--- src/rtl/drive_sequencer.sv ---
// Drivetrain sequencer: enable, obstacle hold with timed resume, lost-line pivot search and fault latch.
// Build option DRIVE_SEQ_RAMP_EN: soft-start duty ramping; otherwise duty follows its target on the next cycle.
module drive_sequencer #(
    parameter int TICK_DIV     = 100000,
    parameter int DUTY_MAX     = 850,
    parameter int SEARCH_DUTY  = 600,
    parameter int RAMP_STEP    = 50,
    parameter int LOST_TICKS   = 500,
    parameter int RESUME_TICKS = 200,
    parameter int SWEEP_TICKS  = 300,
    parameter int MAX_SWEEPS   = 4
) (
    input  logic       clk,
    input  logic       rst_n,
    input  logic       enable,
    input  logic [1:0] track_dir,
    input  logic       obstacle,
    output logic [9:0] left_duty,
    output logic [9:0] right_duty,
    output logic [1:0] left_dir,
    output logic [1:0] right_dir,
    output logic [2:0] seq_state,
    output logic       fault
);
    typedef enum logic [2:0] {
        IDLE   = 3'd0,
        RUN    = 3'd1,
        HOLD   = 3'd2,
        SEARCH = 3'd3,
        FAULT  = 3'd4
    } state_t;

    localparam logic [1:0] DIR_OFF  = 2'b00;
    localparam logic [1:0] DIR_FWD  = 2'b10;
    localparam logic [1:0] DIR_BACK = 2'b01;
    localparam logic [1:0] TRK_LEFT  = 2'd1;
    localparam logic [1:0] TRK_RIGHT = 2'd2;
    localparam logic [1:0] TRK_LOST  = 2'd3;

    localparam int TW = $clog2(TICK_DIV + 1);
    localparam int LW = $clog2(LOST_TICKS + 1);
    localparam int RW = $clog2(RESUME_TICKS + 1);
    localparam int SW = $clog2(SWEEP_TICKS + 1);
    localparam int CW = $clog2(MAX_SWEEPS + 1);
    localparam logic [9:0] RUN_DUTY = 10'(DUTY_MAX);
    localparam logic [9:0] PIV_DUTY = 10'(SEARCH_DUTY);

    state_t        state_q, state_d;
    logic [TW-1:0] tick_cnt_q, tick_cnt_d;
    logic [LW-1:0] lost_q, lost_d;
    logic [RW-1:0] resume_q, resume_d;
    logic [SW-1:0] sweep_tmr_q, sweep_tmr_d;
    logic [CW-1:0] sweep_cnt_q, sweep_cnt_d;
    logic          pivot_right_q, pivot_right_d;
    logic          last_right_q, last_right_d;
    logic [1:0]    run_sel_q, run_sel_d;
    logic [9:0]    left_duty_q, left_duty_d, right_duty_q, right_duty_d;
    logic [1:0]    left_dir_q, left_dir_d, right_dir_q, right_dir_d;
    logic          fault_q, fault_d;
    logic          tick;
    logic [1:0]    run_sel;
    logic [9:0]    l_tgt, r_tgt;
    logic          reverse;

`ifdef DRIVE_SEQ_RAMP_EN
    // Rises by at most RAMP_STEP per tick; any decrease lands on the target at once.
    function automatic logic [9:0] ramp_duty(input logic [9:0] cur, input logic [9:0] tgt,
                                             input logic step);
        logic [10:0] sum;
        sum = {1'b0, cur} + 11'(RAMP_STEP);
        if (cur >= tgt)             ramp_duty = tgt;
        else if (!step)             ramp_duty = cur;
        else if (sum >= {1'b0, tgt}) ramp_duty = tgt;
        else                        ramp_duty = sum[9:0];
    endfunction
`endif

    assign tick = (tick_cnt_q == TW'(TICK_DIV - 1));

    always_comb begin
        state_d       = state_q;
        tick_cnt_d    = tick ? '0 : tick_cnt_q + 1'b1;
        lost_d        = '0;
        resume_d      = '0;
        sweep_tmr_d   = '0;
        sweep_cnt_d   = '0;
        pivot_right_d = pivot_right_q;
        run_sel_d     = (track_dir != TRK_LOST) ? track_dir : run_sel_q;
        last_right_d  = (track_dir == TRK_RIGHT) ? 1'b1 :
                        (track_dir == TRK_LEFT)  ? 1'b0 : last_right_q;

        if (!enable) begin
            state_d = IDLE;
        end else begin
            case (state_q)
                IDLE: state_d = RUN;
                RUN: begin
                    if (obstacle) begin
                        state_d = HOLD;
                    end else if (track_dir == TRK_LOST) begin
                        lost_d = lost_q;
                        if (tick) begin
                            if (lost_q == LW'(LOST_TICKS - 1)) begin
                                state_d       = SEARCH;
                                lost_d        = '0;
                                pivot_right_d = last_right_q;
                            end else begin
                                lost_d = lost_q + 1'b1;
                            end
                        end
                    end
                end
                HOLD: begin
                    if (!obstacle) begin
                        resume_d = resume_q;
                        if (tick) begin
                            if (resume_q == RW'(RESUME_TICKS - 1)) begin
                                state_d  = RUN;
                                resume_d = '0;
                            end else begin
                                resume_d = resume_q + 1'b1;
                            end
                        end
                    end
                end
                SEARCH: begin
                    if (obstacle) begin
                        state_d = HOLD;
                    end else if (track_dir != TRK_LOST) begin
                        state_d = RUN;
                    end else begin
                        sweep_tmr_d = sweep_tmr_q;
                        sweep_cnt_d = sweep_cnt_q;
                        if (tick) begin
                            if (sweep_tmr_q == SW'(SWEEP_TICKS - 1)) begin
                                sweep_tmr_d = '0;
                                if (sweep_cnt_q == CW'(MAX_SWEEPS - 1)) begin
                                    state_d     = FAULT;
                                    sweep_cnt_d = '0;
                                end else begin
                                    sweep_cnt_d   = sweep_cnt_q + 1'b1;
                                    pivot_right_d = ~pivot_right_q;
                                end
                            end else begin
                                sweep_tmr_d = sweep_tmr_q + 1'b1;
                            end
                        end
                    end
                end
                FAULT:   state_d = FAULT;
                default: state_d = IDLE;
            endcase
        end

        // Outputs follow the state being entered so duty, dir and seq_state stay aligned.
        l_tgt      = '0;
        r_tgt      = '0;
        left_dir_d  = DIR_OFF;
        right_dir_d = DIR_OFF;
        run_sel    = (track_dir == TRK_LOST) ? run_sel_q : track_dir;
        case (state_d)
            RUN: begin
                case (run_sel)
                    TRK_LEFT:  begin r_tgt = RUN_DUTY; right_dir_d = DIR_FWD; end
                    TRK_RIGHT: begin l_tgt = RUN_DUTY; left_dir_d  = DIR_FWD; end
                    default: begin
                        l_tgt = RUN_DUTY; r_tgt = RUN_DUTY;
                        left_dir_d = DIR_FWD; right_dir_d = DIR_FWD;
                    end
                endcase
            end
            SEARCH: begin
                l_tgt = PIV_DUTY;
                r_tgt = PIV_DUTY;
                left_dir_d  = pivot_right_d ? DIR_FWD  : DIR_BACK;
                right_dir_d = pivot_right_d ? DIR_BACK : DIR_FWD;
            end
            default: ;
        endcase

        // A wheel reversing fwd<->back gets one zero-duty cycle on both wheels (no shoot-through).
        reverse = ((left_dir_d != DIR_OFF) && (left_dir_q != DIR_OFF) && (left_dir_d != left_dir_q)) ||
                  ((right_dir_d != DIR_OFF) && (right_dir_q != DIR_OFF) && (right_dir_d != right_dir_q));
`ifdef DRIVE_SEQ_RAMP_EN
        left_duty_d  = reverse ? '0 : ramp_duty(left_duty_q, l_tgt, tick);
        right_duty_d = reverse ? '0 : ramp_duty(right_duty_q, r_tgt, tick);
`else
        left_duty_d  = reverse ? '0 : l_tgt;
        right_duty_d = reverse ? '0 : r_tgt;
`endif
        fault_d = (state_d == FAULT);
    end

    always_ff @(posedge clk or negedge rst_n) begin
        if (!rst_n) begin
            state_q       <= IDLE;
            tick_cnt_q    <= '0;
            lost_q        <= '0;
            resume_q      <= '0;
            sweep_tmr_q   <= '0;
            sweep_cnt_q   <= '0;
            pivot_right_q <= 1'b0;
            last_right_q  <= 1'b0;
            run_sel_q     <= '0;
            left_duty_q   <= '0;
            right_duty_q  <= '0;
            left_dir_q    <= DIR_OFF;
            right_dir_q   <= DIR_OFF;
            fault_q       <= 1'b0;
        end else begin
            state_q       <= state_d;
            tick_cnt_q    <= tick_cnt_d;
            lost_q        <= lost_d;
            resume_q      <= resume_d;
            sweep_tmr_q   <= sweep_tmr_d;
            sweep_cnt_q   <= sweep_cnt_d;
            pivot_right_q <= pivot_right_d;
            last_right_q  <= last_right_d;
            run_sel_q     <= run_sel_d;
            left_duty_q   <= left_duty_d;
            right_duty_q  <= right_duty_d;
            left_dir_q    <= left_dir_d;
            right_dir_q   <= right_dir_d;
            fault_q       <= fault_d;
        end
    end

    assign left_duty  = left_duty_q;
    assign right_duty = right_duty_q;
    assign left_dir   = left_dir_q;
    assign right_dir  = right_dir_q;
    assign seq_state  = state_q;
    assign fault      = fault_q;
endmodule

--- config.mk ---
export PLATFORM = sky130hd
export DESIGN_NAME = drive_sequencer
export DESIGN_NICKNAME = d
export VERILOG_FILES = /design/src/rtl/drive_sequencer.sv
export SDC_FILE = /design/constraint.sdc
export NUM_CORES = 1
export LEC_CHECK = 0
export CORE_MARGIN = 5
export CORE_UTILIZATION = 36
export CTS_BUF_LIST = sky130_fd_sc_hd__clkbuf_4 sky130_fd_sc_hd__clkbuf_8
export DETAILED_ROUTE_END_ITERATION = 16
export PLACE_DENSITY = 0.58
export SYNTH_ARGS = -nofsm -noshare
export SYNTH_HDL_FRONTEND = slang
export SYNTH_SLANG_ARGS = --single-unit
export TNS_END_PERCENT = 100
--- constraint.sdc ---
create_clock -name clk -period 3 [get_ports clk]
set_clock_uncertainty 0.15 [all_clocks]
set_input_delay 0.75 -clock clk [delete_from_list [all_inputs] [get_ports clk]]
set_output_delay 0.75 -clock clk [all_outputs]
set_load 0.05 [all_outputs]
# Word-level counts from Yosys, hierarchy flattened
# Index checks and enable logic that the tools add are counted.
[word_totals]
output_inout_bits = 28
inputBits = 6
wordCells = 121
reg_bits = 78
[op_classes]
addsub = 5
bitwise_logic = 1
n_mux = 65
n_eq_ne = 24
reduce_logical = 12
[ops]
columns = ["operator", "count"]
rows = [
  ["9-bit two-way mux", 12],
  ["3-bit two-way mux", 20],
  ["10-bit two-way mux", 4],
  ["8-bit two-way mux", 5],
  ["10-bit case mux with 2 select lines", 2],
  ["9-bit by 1-bit adder with 9-bit output, second input constant", 2],
  ["9-bit equality test, second input constant", 2],
  ["17-bit by 1-bit adder with 17-bit output, second input constant", 1],
  ["17-bit equality test, second input constant", 1],
  ["17-bit two-way mux", 1],
  ["5-bit inequality test, second input constant", 3],
  ["3-bit case mux with 5 select lines", 1],
  ["3-bit by 2-bit equality test with 1-bit output, second input constant", 4],
  ["1-bit two-way mux", 12],
  ["2-bit two-way mux", 5],
  ["2-bit nonzero test", 5],
  ["8-bit by 1-bit adder with 8-bit output, second input constant", 1],
  ["8-bit equality test, second input constant", 1],
  ["2-bit case mux with 2 select lines", 2],
  ["2-bit equality test, second input constant", 3],
  ["3-bit by 1-bit equality test with 1-bit output, second input constant", 2],
  ["3-bit equality test, second input constant", 2],
  ["2-bit by 1-bit equality test with 1-bit output, second input constant", 2],
  ["1-bit logical AND", 4],
  ["9 further kinds", 10],
]

# Logic depth before layout (Yosys ltp)
# Gate-level depths: netlist (run 1).
[logic_depth]
ltp_word = 15
ltp_mapped = 10
mapped_depth_nobuf = 9

# Worst setup path after synthesis (run 1)
# No wires, ideal clock.
[synth_path]
path_kind = "input to register"
from = "input port track_dir[0]"
to = "register right_duty_q[6] (netlist: right_duty[6])"
setup_ns = 0.080
slack_ns = 0.303
arrival_time_ns = 2.467
path_stages = 8
required_ns = 2.770
path_buffers = 0
cell_sequence = "ha_1 nand2_1 nor3_1 nor3b_2 mux2_2 a21boi_4 o311ai_2 nor3_2"
[synth_via]
elab_chain_cells = 12
elab_cells_between_ends = 37
[synth_rtl]
columns = ["element", "line_no", "rtl"]
rows = [
  ["start, declared", "16", "input logic [1:0] track_dir,"],
  ["2-bit inequality test or 2-bit equality test (tied branches)", "129, 100, 160", ""],
  ["3-bit two-way mux, or another cell as far along", "129", "end else if (track_dir != TRK_LOST) begin"],
  ["3-bit two-way mux, or another cell as far along", "127", "if (obstacle) begin"],
  ["3-bit case mux with 5 select lines or 1-bit case mux with 2 select lines (tied branches)", "95", "case (state_q)"],
  ["3-bit two-way mux or 1-bit two-way mux (tied branches)", "92", "if (!enable) begin"],
  ["3-bit by 2-bit equality test with 1-bit output, or another cell as far along", "161", "case (state_d)"],
  ["2-bit case mux with 2 select lines", "161", ""],
  ["2-bit nonzero test (on tied branches)", "182, 183", ""],
  ["1-bit logical AND (on tied branches) (2 in series)", "182, 183", ""],
  ["1-bit logical OR", "182", "reverse = ((left_dir_d != DIR_OFF) && (left_dir_q != DIR_OFF) && (left_dir_d != left_dir_q)) ||"],
  ["10-bit two-way mux *", "189", "right_duty_d = reverse ? '0 : r_tgt;"],
  ["end signal, assigned", "221", "right_duty_q <= right_duty_d;"],
  ["end, declared", "57", "logic [9:0] left_duty_q, left_duty_d, right_duty_q, right_duty_d;"],
]
# Every way passes the cells marked *; elsewhere a longest branch is shown, timed or not.
# A chain may end at the register's enable or synchronous reset.

# Worst setup path after layout (run 1)
# Same ends and word-level chain as after synthesis.

==> results of run 1 <==
-- power by group through the flow --
stage | clock (W) | sequential (W) | combinational (W)
final | 0.000714 | 0.000908 | 0.000418
after global routing | 0.000777 | 0.000915 | 0.000444
after CTS | 0.000736 | 0.000909 | 0.000421
after detailed placement | 0 | 0.000925 | 0.000419
after global placement | 0 | 0.000923 | 0.000418
after floorplan | 0 | 0.000991 | 0.000239
-- through the flow --
step,hold WS [ps],instances
2_1_floorplan,304,371
3_3_place_gp,330,515
3_5_place_dp,335,515
4_1_cts,256,529
5_1_grt,288,529
6_report,250,529
-- layer usage --
layer | vias to the layer above | global-route usage, % | routed length, um
li1 | 1324 | - | -
met1 | 1308 | 17.1 | 3360
met2 | 62 | 20.6 | 3330
met3 | 14 | 2.81 | 358
met4 | 0 | 5.59 | 127
met5 | - | 0 | 0
-- worst max path at each step --
stage	start	to	slack, ps	depth (start not counted)
2_1_floorplan	track_dir[0]	right_duty[6]$_DFF_PN0_	300	8
3_5_place_dp	track_dir[0]	right_duty[6]$_DFF_PN0_	-130	9
3_3_place_gp	track_dir[0]	right_duty[6]$_DFF_PN0_	-80	9
6_report	track_dir[0]	right_duty[6]$_DFF_PN0_	180	9
5_1_grt	track_dir[0]	right_duty[6]$_DFF_PN0_	100	9
4_1_cts	track_dir[0]	right_duty[6]$_DFF_PN0_	210	9
-- placed cells by master (no fill, tap or decap), drive strengths merged, types with 9 or more instances in the layout --
cell,instances
a21oi,20
buf,17
clkbuf,10
clkdlybuf4s50,24
dfrtp,63
nand2,38
nand3,16
nand4,13
nor2,46
nor3,9
o21ai,18
xor2,14
-- cell families (layout without fill, tap and decap cells) --
group	after synthesis	in the layout	share of synthesized area (%)
and+or+nand+nor	169	169	26.6
DFF	63	63	45.3
AOI/OAI and AO/OA	62	62	12.3
buffers and inverters	34	63	5.72
xor gates and xnor gates	21	21	5.29
adders and majority gates	7	7	2.52
muxes	7	7	2.16
other	1	8	0.108
-- registers in the layout, summed over array words and instances (netlist names), 2 cells and up --
name	cells
left_duty	3
run_sel_q	2
right_dir	2
left_dir	2
tick_cnt_q	17
lost_q	9
sweep_cnt_q	3
right_duty	2
resume_q	8
seq_state	3
sweep_tmr_q	9
-- worst max-delay path: stages --
cell	delay [ps]
sky130_fd_sc_hd__clkdlybuf4s50_1	480
sky130_fd_sc_hd__ha_1	170
sky130_fd_sc_hd__nand2_1	120
sky130_fd_sc_hd__nor3_1	220
sky130_fd_sc_hd__nor3b_2	260
sky130_fd_sc_hd__mux2_2	400
sky130_fd_sc_hd__a21boi_4	200
sky130_fd_sc_hd__o311ai_2	150
sky130_fd_sc_hd__nor3_2	170
-- layout make-up --
class | count | area [um2] | area share, %
multi-input combinational | 274 | 1730 | 42.6
sequential | 63 | 1580 | 38.8
timing repair buffer | 41 | 378 | 9.31
tap | 129 | 161 | 3.98
clock inverter | 4 | 47.5 | 1.17
clock buffer | 10 | 138 | 3.39
inverter | 8 | 30.0 | 0.740
==> impl_summary.md, run 1 <==
Hold path
In this run the worst hold path is classified as in -> async.

Yosys
The share of flip-flops with an asynchronous set or reset is between 90% and 100%. Yosys printed 0 warnings. The sequential fraction of the synthesis area is 45.3%.

After technology mapping, the gate count stands at 364. Counting distinct cell types in the post-synthesis netlist gives 56. Counting flops and latches in the post-synthesis netlist gives 63.

In the post-synthesis netlist, the biggest area contributors are sky130_fd_sc_hd__dfrtp_1 45%, sky130_fd_sc_hd__nor2_1 5.0%, sky130_fd_sc_hd__nand2_1 4.1%. The top cell type by area accounts for 45.3% of the synthesized area. The synthesized netlist occupies a cell area of roughly 3500 um2. The synthesized area per cell is 9.55 um2. By count the netlist is led by 63 x sky130_fd_sc_hd__dfrtp_1, 46 x sky130_fd_sc_hd__nor2_1, 38 x sky130_fd_sc_hd__nand2_1, 20 x sky130_fd_sc_hd__a21oi_1, 18 x sky130_fd_sc_hd__o21ai_0. Yosys mapped a number of flops with a built-in enable equal to 0.

sky130_fd_sc_hd__dfrtp_1 is the most common cell in the netlist. The most frequently used flop master after synthesis is sky130_fd_sc_hd__dfrtp_1. sky130_fd_sc_hd__dfrtp_1 takes more of the synthesized area than any other cell.

Power
The worst ir drop on vdd is 0.184 mV. The net switching component of the power is 0.000627 W. The total design power is approximately 0.0020 W. The share of total power dissipated in the clock network is 35.0%. The sequential cell fraction of total power is 44.5%. The internal power consumption is ~0.0014 W. Combinational cells account for 20.5% of the total power. For this design the ratio of total power to cell area is 503 nW/um2.

Of the total power, the share spent switching nets is a little under a third. The reported leakage power is between 1.5 and 2 nW.

Setup path
The worst register-to-register path has a depth of 8. The data required time of the critical path is slightly above 3000 ps. The critical register-to-register path startpoint is tick_cnt_q[0]$_DFF_PN0_. The endpoint type of the worst setup path is a flip-flop. Across all register-to-register paths, the minimum setup slack is ~250 ps. The startpoint type of the worst setup path is an input pin. The worst register-to-register path ends at right_duty[6]$_DFF_PN0_.

The type of the worst setup path is in -> reg. Of all nets on the critical path, the largest fanout is 5. At the worst endpoint, the arrival time is 2930 ps.

Clock tree
The number of buffers created by CTS is 9. The hold-fix buffer count after cts is 0. The clock root buffer master is sky130_fd_sc_hd__clkbuf_8. The number of instances resized during post-cts repair is 0. Buffers added to address setup during post-CTS repair amount to 0. In this run the deepest clock path goes through 2 buffers.

TritonCTS built the clock tree. The clock latency of the later-clocked register in the worst-skew pair is 330 ps. The clock transition at the registers of the reported paths is 70 ps.

Counting every sink on the clock net gives 63. The number of levels in the clock H-tree is 3.

Finish
Once layout is done, the placed cells without fillers occupy 4060 um2. Cells with a size suffix above 1 make up 13.0% of the layout. The number of diodes is 0. The filler cell count in the final layout is between 900 and 1000. Relative to the synthesized area, the layout overhead comes to 16.7%. For this run, the post-layout net count is 410.

Once layout is complete, the utilization of the core stands at between 40% and 50%.

Global route
The initial antenna violation count came to 0. After global routing the overflow that remains totals 0. The total track usage is 13.0%. Entering global routing, the biggest net connects 42 pins. The via count of the first global-routing pass is 2676. The first-pass GRT wire length is ~12 mm.

Timing
Setup violations remaining at the end of the flow were counted as 0. The number of failing hold endpoints at the final stage is 0. The number of max-slew violations in the final report is 0. The final worst-path setup slack is 181 ps. The final critical delay including setup and external delays is 2820 ps.

Adding up every negative setup slack in the final design gives 0 ps. The slew at the pin with the worst max-slew slack is 548 ps. After layout, the worst path uses 94.0% of the clock period. The worst pin sits at a relative slew slack of 63.5%.

Setup repair after global routing left no endpoint under its margin. Timing would allow up to 355 MHz.

Die
The area of the core is 9330 um2. The height of the die is 108 um. Row generation in the floorplan step produced 35 rows.

The initial core utilization is ~37%. The die covers ~12000 um2. The die is between 100 and 150 um wide. The number of primary I/O pins is 34.

Routing
The number of vias after detailed routing is ~2700. The number of optimization iterations in the first detailed-route pass is 4. For this block, the initial DRC count from the detailed router was 143. The detailed-route DRC error count is 0. The aggregate routed wire length is slightly above 7 mm. The per-cell routed wire length is 13.6 um. The detail route stage leaves a number of antenna-violating nets equal to 0. After detailed routing, the number of vias per cell comes to 5.12.

Place
Prior to clock tree synthesis, the placed netlist has a worst setup slack of -131 ps. Once detailed placement completed, the half-perimeter wirelength came to just over 5 mm. Port buffering added 25 buffers.

At the end of routability-driven placement, the weighted congestion stood at between 0.7 and 0.8. The instance area after placement is 3870 um2.

Run status
The run finished with clean final reports.

Run
The number of max-cap violations is 0.
(Power assumes the default switching activity.)
==> run 2, diff against run 1 <==
Settings changed: CTS_CLUSTER_SIZE set to 28, SLEW_MARGIN set to 20.
==> results of run 2 <==
The final DEF is identical to that of run 1; final timing and power are the same.
==> run 3, diff against run 2 <==
Settings changed: CTS_CLUSTER_DIAMETER set to 200, SLEW_MARGIN 20 to not set.
Clock period 3 ns to 2.8 ns, I/O delays scaled along.
==> run 3 against run 2 <==
Non-clock buffer count grew 13. Register-to-register slack worse by 40 ps. Worst setup slack worse by 100 ps. Routed wire length is 3.9% higher. Die area did not move. Combinational power is 16% higher. Cell count increased by 2.5%. Critical endpoint unchanged.
==> impl_summary.md, run 3 (synthesis results as in run 1) <==
Timing
The smallest clock period supported by the final layout is computed as between 2000 and 3000 ps. The worst hold slack is 219 ps. The setup violation total in the final timing report is 0.

The maximum clock rate is around 370 MHz. Across all setup checks in the final design, the least slack found is 77.8 ps. In this run the tightest slew margin relative to its limit is 65.7%.

The number of failing hold endpoints at the final stage is 0. The setup total negative slack is 0 ps. At the pin with the least slew margin, the transition time is 513 ps. The number of max-slew violations in the final report is 0. The share of the clock period used by the worst path after layout is 97.2%.

Global route
The first-pass GRT wire length is about 13 mm. Global routing consumed, over all layers together, 13.4% of the routing resources. The total global routing overflow is 0. The maximum number of pins on one net before global-route repair is 64.

The via count of the first global-routing pass was about 2700. The initial antenna violation count came to 0.

Place
The number of input and output port buffers inserted is 25. Routability-driven placement finished with a final weighted congestion of 0.844. The placed instances occupy a cell area of just under 4000 um2.

Before CTS, the worst setup slack after placement is -303 ps. The HPWL reported at the end of detailed placement is between 5 and 6 mm.

Setup path
The highest-delay cell along the critical path is sky130_fd_sc_hd__clkdlybuf4s50_1. The maximum fanout count along the critical path is 4. The worst register-to-register path has a depth of 9. Walking the worst path, the cells encountered are clkdlybuf4s50_1 > ha_1 > nand2_2 > nor3_4 > nor3b_4 > mux2_4 > a21boi_4 > o311ai_2 > nor3_2. The largest single stage delay on the critical path is 480 ps. The endpoint type of the worst setup path is a flip-flop. The data required time of the critical path is between 2000 and 3000 ps. The startpoint type of the worst setup path is an input pin. The endpoint identified for the worst register-to-register timing path is right_duty[6]$_DFF_PN0_.

In this run the critical register-to-register path is launched from tick_cnt_q[0]$_DFF_PN0_. For flop-to-flop paths, the worst setup slack is roughly 210 ps. The signal arrival time at the worst endpoint is 2830 ps. The type of the worst setup path is in -> reg.

Power
The clock share of power is 32.7%. After layout, the design draws a total of 0.00216 W. The part of the power in combinational logic is 22.5%. Power spread over the standard cell area amounts to 518 nW/um2. The switching power as a share of total power is 30.6%.

The analysis attributes to cell leakage a power of between 1.5 and 2 nW. Sequential cells burn 44.9% of the power. Across the VDD grid, the largest voltage drop is 0.249 mV. The internal power of the cells totals 0.00150 W. Summed over all nets, the switching power comes to between 0.0006 and 0.0007 W.

Finish
The register cell area after layout is 1580 um2. The final layout net count is 423. Relative to the synthesized area, the layout overhead comes to 19.8%.

The register with the highest flop count is tick_cnt_q. The area used by multi-input combinational logic is 1750 um2. The most common library cell in the layout ignoring fill and taps is sky130_fd_sc_hd__dfrtp_1. The register with the most flip-flops in the layout has 17 of them. 0 antenna diodes ended up in the layout. The largest registers in the layout are tick_cnt_q x17, lost_q x9, sweep_tmr_q x9.

The library cells used most frequently in the layout, excluding fill and tap cells, are 63 x sky130_fd_sc_hd__dfrtp_1, 46 x sky130_fd_sc_hd__nor2_1, 37 x sky130_fd_sc_hd__nand2_1. The filler cell count in the final layout is 896. The cell area after layout is between 4000 and 5000 um2.

The share of post-route cells with drive strength above 1 is 16.2%.

Clock tree
Counting along the longest clock path gives a buffer depth of 2. The CTS tree is built. At the later pin of the worst-skew pair, clock insertion delay measures roughly 340 ps. Counting every sink on the clock net gives 63. The number of buffers created by CTS is 9. After clock tree synthesis, the clock-pin slew on the worst setup and hold paths is 60 ps. The clock tree synthesis step divided the H-tree into 3 levels. In this run the clock root is driven by a sky130_fd_sc_hd__clkbuf_8. For this design, the CTS-stage hold fixing added 0 buffers.

Die
The die is 108 um wide. Row generation in the floorplan step produced 35 rows. The core region is 9330 um2. The initial core utilization is 37.3%. The die is 108 um tall.

The area of the die is ~12000 um2. Pin placement for this block handled 34 I/O pins.

Routing
In the final routed layout, each cell accounts on average for 13.7 um. In this run the remaining antenna-violating nets after routing total 0. The number of vias after detailed routing is between 2000 and 3000. After the first detailed-routing iteration, the DRC count stood at 157. After detailed routing, the number of remaining DRC violations is 0. Wires add up to 7.45 mm. The per-cell via count in the routed design is approximately 5.1. For this run, the detailed router's first-pass iteration total came to 4.

Run
The number of max-cap violations is 0.

Hold path
The type of the most critical hold path is in -> async.

Run status
The run finished with clean final reports.
[run 3: what timing repair did]
| item | CTS | global route |
|---|---|---|
| buffers inserted | 0 | 3 |
| endpoints found under the setup margin | 0 | 5 |
| hold endpoints to repair | 0 | 0 |
| gates resized for setup | 0 | 5 |
[run 3: stage by stage]
step	cells	utilization, %
CTS	539	44.2
floorplan	371	-
global route	542	44.7
finish	542	44.7
detailed placement	525	42.3
global placement	525	42.3
[run 3: power groups by stage]
stage / combinational [W] / clock (W) / sequential (W)
2_1_floorplan: 0.000256 / 0 / 0.00106
3_3_place_gp: 0.000479 / 0 / 0.000985
3_5_place_dp: 0.000480 / 0 / 0.000986
4_1_cts: 0.000482 / 0.000735 / 0.000969
5_1_grt: 0.000519 / 0.000779 / 0.000974
6_report: 0.000485 / 0.000705 / 0.000969
[run 3: worst max-delay path, delay by kind of cell]
family	cells	cell delay, ps
adders and majority gates	1	200
buffers and inverters	1	480
AOI/OAI and AO/OA	2	340
muxes	1	350
and+or+nand+nor	4	750
[run 3: worst max path at each step]
stage	from	to	slack, ps	cells after the start
global route	track_dir[1]	right_duty[6]$_DFF_PN0_	-40	9
finish	track_dir[0]	right_duty[6]$_DFF_PN0_	80	9
floorplan	track_dir[0]	right_duty[6]$_DFF_PN0_	150	8
CTS	track_dir[0]	right_duty[6]$_DFF_PN0_	40	9
detailed placement	track_dir[0]	right_duty[6]$_DFF_PN0_	-300	9
global placement	track_dir[0]	right_duty[6]$_DFF_PN0_	-210	9
[run 3: metal layers]
metal  vias up  global-route usage (%)  part of all wire [%]
met5         -                       0                     0
met4         0                    3.97                   1.6
met3        10                    4.48                   5.2
met2        66                    21.8                    49
met1      1337                    16.8                    45
li1       1354                       -                     -
[run 3: layout make-up]
class / instances / share of cell area, %
Timing Repair Buffer: 54 / 11.4
Tap cell: 129 / 3.87
Sequential cell: 63 / 37.8
Inverter: 8 / 0.721
Multi-Input combinational cell: 274 / 42.0
Clock buffer: 13 / 3.99
Clock inverter: 1 / 0.120
